<file path="src/rtl/gray_counter.sv">
// Up/down binary counter with a registered Gray-coded copy of the count.
// bin, gray and wrap share one register stage; at_end is the only output with a combinational path from an input (up).
module gray_counter #(
    parameter int W    = 4,
    parameter bit WRAP = 1'b1
) (
    input  logic         clk,
    input  logic         rst_n,
    input  logic         en,
    input  logic         up,
    input  logic         load,
    input  logic [W-1:0] load_bin,
    output logic [W-1:0] bin,
    output logic [W-1:0] gray,
    output logic         wrap,
    output logic         at_end
);

    localparam logic [W:0]   ONE_W1  = {{W{1'b0}}, 1'b1};
    localparam logic [W-1:0] ALL_ONE = {W{1'b1}};
    localparam logic [W-1:0] ALL_ZER = {W{1'b0}};

    function automatic logic [W-1:0] bin2gray(input logic [W-1:0] b);
        return b ^ (b >> 1);
    endfunction

    logic [W-1:0] bin_q, bin_d;
    logic [W-1:0] gray_q, gray_d;
    logic         wrap_q, wrap_d;
    logic [W:0]   step_s;

    // Next-state selection: load beats count, count beats hold.
    always_comb begin
        bin_d  = bin_q;
        wrap_d = 1'b0;
        if (up) begin
            step_s = {1'b0, bin_q} + ONE_W1;
        end else begin
            step_s = {1'b0, bin_q} - ONE_W1;
        end
        if (load) begin
            bin_d  = load_bin;
            wrap_d = 1'b0;
        end else if (en) begin
            // Bit W is set only when the step crosses an end value (carry up or borrow down).
            if (step_s[W]) begin
                wrap_d = 1'b1;
                if (WRAP) begin
                    bin_d = step_s[W-1:0];
                end else begin
                    bin_d = bin_q;
                end
            end else begin
                bin_d  = step_s[W-1:0];
                wrap_d = 1'b0;
            end
        end else begin
            bin_d  = bin_q;
            wrap_d = 1'b0;
        end
        gray_d = bin2gray(bin_d);
    end

    // State registers with synchronous active-low reset.
    always_ff @(posedge clk) begin
        if (!rst_n) begin
            bin_q  <= ALL_ZER;
            gray_q <= ALL_ZER;
            wrap_q <= 1'b0;
        end else begin
            bin_q  <= bin_d;
            gray_q <= gray_d;
            wrap_q <= wrap_d;
        end
    end

    // End-value flag follows the live direction through the registered count.
    always_comb begin
        if (up) begin
            at_end = (bin_q == ALL_ONE);
        end else begin
            at_end = (bin_q == ALL_ZER);
        end
    end

    assign bin  = bin_q;
    assign gray = gray_q;
    assign wrap = wrap_q;

endmodule

</file>
<file path="config.mk">
export PLATFORM = sky130hd
export DESIGN_NAME = gray_counter
export DESIGN_NICKNAME = d
export VERILOG_FILES = /design/src/rtl/gray_counter.sv
export SDC_FILE = /design/constraint.sdc
export NUM_CORES = 1
export LEC_CHECK = 0
export ABC_AREA = 1
export CORE_AREA = 5 5 42 44
export DETAILED_ROUTE_END_ITERATION = 12
export DIE_AREA = 0 0 47 49
export GPL_ROUTABILITY_DRIVEN = 0
export PLACE_DENSITY_LB_ADDON = 0.25
export SYNTH_ARGS = -nofsm -noshare
export SYNTH_HDL_FRONTEND = slang
export SYNTH_SLANG_ARGS = --single-unit
</file>
<file path="constraint.sdc">
create_clock -name clk -period 2.49 [get_ports clk]
set_input_delay 0.249 -clock clk [delete_from_list [all_inputs] [get_ports clk]]
set_output_delay 0.249 -clock clk [all_outputs]
set_load 0.005 [all_outputs]
</file>
Yosys cells after proc, flatten, opt, wreduce, memory -nomap -nowiden
Cells that the tools add are included.
{"block": "op_classes", "n_lt_le_gt_ge": 0, "bitwise_logic": 3, "n_eq_ne": 1, "n_reduce_logical": 2, "shifts": 0, "n_mul": 0, "div_mod_pow": 0, "mux": 5, "addsub": 2}
{"operator": "two-way mux 4 bit", "n": 2}
{"operator": "adder 4 x 1 -> 5 bit (second input constant)", "n": 1}
{"operator": "two-way mux 5 bit", "n": 1}
{"operator": "subtractor 4 x 1 -> 5 bit (second input constant)", "n": 1}
{"operator": "equality test 4 bit (second input constant)", "n": 1}
{"operator": "logical NOT 4 bit", "n": 1}
{"operator": "XOR 4 x 3 -> 4 bit", "n": 1}
{"operator": "OR reduction 3 bit", "n": 1}
{"operator": "two-way mux 1 bit", "n": 2}
{"operator": "NOT 1 bit", "n": 2}
{"block": "word_totals", "regBits": 9, "latchBits": 0, "inputBits": 9, "output_inout_bits": 10, "mem_count": 0, "wordCells": 16, "rom_bits": 0, "mem_bits_rw": 0}

Longest topological paths before layout
{"block": "depth", "depth_word": 5, "depth_mapped": 11, "ltp_nobuf": 11}

Worst setup path before layout
No wires, ideal clock.
{"block": "synth_path", "path_kind": "register to register", "from": "reg bin_q[0] (netlist: bin[0])", "to": "reg gray_q[2] (netlist: gray[2])", "stages_incl_launch_ff": 9, "t_arrival_ns": 1.398, "slack_ns": 0.978, "synth_period_minus_slack_ns": 1.512, "setup_time_ns": 0.114, "t_required_ns": 2.376, "path_buffers": 0, "path_cell_list": "dfxtp_1 > fa_1 > or2_1 > nand2_1 > nand2_1 > o21ai_2 > inv_2 > nor2_1 > nor2_2"}
{"block": "synth_between", "elab_chain_len": 5, "elab_cells_between_ends": 6, "classes_between": "2 x add/sub; 3 x mux; 1 x bitwise"}
{"element": "start: declaration", "line_no": "27", "text": "logic [W-1:0] bin_q, bin_d;"}
{"element": "start signal: assignment", "line_no": "71", "text": "bin_q <= bin_d;"}
{"element": "subtractor 4 x 1 -> 5 bit / adder 4 x 1 -> 5 bit (equally long branches)", "line_no": "39, 37"}
{"element": "two-way mux 5 bit *", "line_no": "36", "text": "if (up) begin"}
{"element": "two-way mux 4 bit *", "line_no": "44", "text": "end else if (en) begin"}
{"element": "two-way mux 4 bit *", "line_no": "41", "text": "if (load) begin"}
{"element": "XOR 4 x 3 -> 4 bit *", "line_no": "24", "text": "return b ^ (b >> 1);"}
{"element": "end signal: assignment", "line_no": "72", "text": "gray_q <= gray_d;"}
{"element": "end: declaration", "line_no": "28", "text": "logic [W-1:0] gray_q, gray_d;"}
Every way passes the cells marked *; elsewhere a longest branch is shown, timed or not.
A chain may end at the register's enable or synchronous reset.

Final worst setup path
{"block": "layout_path", "from": "in up", "to": "reg gray_q[2] (netlist: gray[2])"}
{"block": "layout_between", "elab_chain_len": 4}
{"element": "start: declaration", "line_no": "10", "text": "input logic up,"}
{"element": "two-way mux 5 bit", "line_no": "36"}
{"element": "two-way mux 4 bit", "line_no": "44"}
{"element": "two-way mux 4 bit", "line_no": "41"}
{"element": "XOR 4 x 3 -> 4 bit", "line_no": "24"}
Every way passes these cells.

==> out/qor.txt <==
Outcome -> finished, final reports clean
TritonCTS clock tree -> built
Commonest non-fill, non-tap cells in the layout -> clkdlybuf4s50_1, nand2_1, dfxtp_1
Clock latency on the worst-skew pair -> 0.24 ns
Layout cell share with drive strength beyond 1 -> 14.6%
Sw frac -> 28.9%
1st-iter DRT viols -> 7
Drt via density -> 4.56
Antenna diode count -> 0
Post-CTS Hold Buffers -> 0
Global-route wire length before repair -> 1990 um
Core Util, Final -> 51.7%
Combinational fraction of design power -> 33.8%
CP Class -> in2reg
Post-CTS Setup Bufs -> 0
Total Nets Final -> 104
Die height -> 49 um
Crit-path cells -> clkdlybuf4s50_1 -> inv_1 -> fa_1 -> or2_1 -> nand2_1 -> nand2_1 -> o21ai_2 -> inv_2 -> nor2_1 -> nor2_2
Antenna-violating nets left -> 0
Global route overflow -> 0
Worst endpoint required time -> 2.63 ns
CTS sink cnt -> 8
Clock buffer depth -> 2
Synth cell types -> 23
CTS resizes -> 0
Critical Path Max Stage Delay -> 0.51 ns
Final period utilization -> 76.2%
Setup violators final -> 0
P_leak -> 0.319 nW
Gr usage total -> 11.4%
Post-DP HPWL -> 908 um
Int Power -> 263 uW
MaxCap Viol Count -> 0
Largest cells by area after synthesis -> dfxtp_1, nand2_1, ha_1
Horiz. Die Dim -> 47 um
DR WL/cell -> 10.2 um
Switching pwr -> 107 uW
Vias in the first global route -> 479
CP Buf/Inv Count -> 3
Mapped cell area -> 509 um^2
RSZ-0062 raised after global routing -> false
Period minus WS final -> 1.90 ns
Core Region -> 0.00140 mm^2
Total negative slack -> 0 ns
Yosys Warn Count -> 0
Clock transition at the registers of the reported paths -> 0.05 ns
Final worst slack -> 0.592 ns
Clk root buf -> clkbuf_4
PD cells -> 511 mW/mm^2
Seq. cell area -> 160 um^2
Initial antenna violation count -> 0
Total die area -> 0.00230 mm^2
Multi-input gate area -> 312 um^2
FILL cells -> 147
Initial Utilization -> 36.3%
Worst-margin pin slew -> 0.273 ns
Syn Area/Cell -> 7.38 um^2
CP max-delay cell -> clkdlybuf4s50_1
PortBufs -> 18
Commonest non-fill, non-tap cell in the layout -> clkdlybuf4s50_1
Max Clock Skew -> 0.000546 ns
Clock power share -> 25.1%
P&R area growth vs syn -> 42.3%
Crit path max fanout -> 5
Max_slew headroom -> 81.8%
Register area share after synthesis -> 31.4%
Worst setup SP type -> input pin
Pin count of the biggest net entering global routing -> 8
Seq pwr share -> 41.1%
Io pins -> 19
Syn Inst Count -> 69
H-tree depth -> 1
Row cnt -> 14
Post-synth top area share -> 31.4%
Total iterations of the first detailed-routing run -> 4
Total Wirelength -> 1070 um
Arr. time, crit path -> 2.04 ns
Mapped Nets -> 82
Max VDD drop -> 0.000339 V
Inst Count DP -> 102
Power after layout -> 370 uW
Synth area leader -> dfxtp_1
Fin. Hold Viols -> 0
Synth Register Bits -> 8
Hold Crit Class -> in2reg
Critical path's most frequent cell -> nand2_1
Max Fclk -> 527 MHz
CP Capture Type -> register
CP delay by family, top -> buffers and inverters
Pre-CTS WS -> 0.346 ns
Inserted Clock Buffers -> 3
Vias -> 479
Finished Layout Cells -> 105
Final slew viol count -> 0
DRC -> 0
[power by group through the flow]
stage / Clock, mW / Sequential (mW) / Combinational, mW
floorplan: 0 / 0.154 / 0.0682
global placement: 0 / 0.155 / 0.125
finish: 0.0929 / 0.152 / 0.125
CTS: 0.0984 / 0.152 / 0.126
detailed placement: 0 / 0.155 / 0.125
global route: 0.106 / 0.155 / 0.141
[cells in the mapped netlist]
library cell	instances
xor2_1	1
o21ai_1	1
dfxtp_1	8
a21oi_1	5
nor3_1	1
nand3_1	6
buf_4	1
nand2_1	14
o21bai_1	1
nand4_1	1
a21oi_2	1
o21ai_2	3
nor2_1	7
or2_1	1
fa_1	1
nor2_2	2
o21ai_0	1
inv_2	3
nor2_4	1
inv_1	5
xnor2_1	1
ha_1	3
o22a_1	1
[per-layer routing]
| layer | share of wire (%) | up-vias | GRT usage [%] | wire length (um) |
|---|---|---|---|---|
| met5 | 0 | - | 0 | 0 |
| met4 | 0 | 0 | 5.53 | 0 |
| met3 | 4.1 | 0 | 1.11 | 44 |
| met2 | 49 | 10 | 17.2 | 522 |
| met1 | 47 | 200 | 15.7 | 501 |
| li1 | - | 269 | - | - |
[state kept, by name, summed over array words and instances, names as in the netlist]
name and flops:
bin 4, wrap 1, gray 3
[worst min-delay path, stage by stage]
cell and delay [ns]:
clkdlybuf4s50_1 0.39, nand2_1 0.08, a21oi_1 0.06
[final cells by class]
cell class	count	share of cell area, %
well taps	16	2.76
multi-input cells	52	43.0
repair buffers	18	24.9
flip-flops and latches	8	22.1
clock buffers	3	3.11
inverters	8	4.15
[stage by stage]
stage                     hold WS [ns]  cell area [um^2]
after CTS                        0.582               724
after global routing             0.621               724
after global placement           0.673               702
after detailed placement         0.689               702
after floorplan                  0.384               509
final                            0.588               724
[cells by family after synthesis]
logic type | count (synthesis) | share of synthesized area (%)
and+or+nand+nor | 33 | 29.5
DFF | 8 | 31.4
AOI/OAI and AO/OA | 13 | 17.0
adders and majority gates | 4 | 11.3
buffers and inverters | 9 | 7.37
xor gates and xnor gates | 2 | 3.44
[worst paths after layout]
kind,from,to,slack [ns],cells past startpoint
setup / recovery,up,gray[2]$_SDFF_PN0_,0.59,10
hold / removal,load_bin[3],bin[3]$_SDFF_PN0_,0.59,3
setup reg to reg,bin[0]$_SDFF_PN0_,gray[2]$_SDFF_PN0_,0.88,8
hold reg to reg,bin[3]$_SDFF_PN0_,bin[3]$_SDFF_PN0_,0.68,4
(Power assumes the default switching activity.)
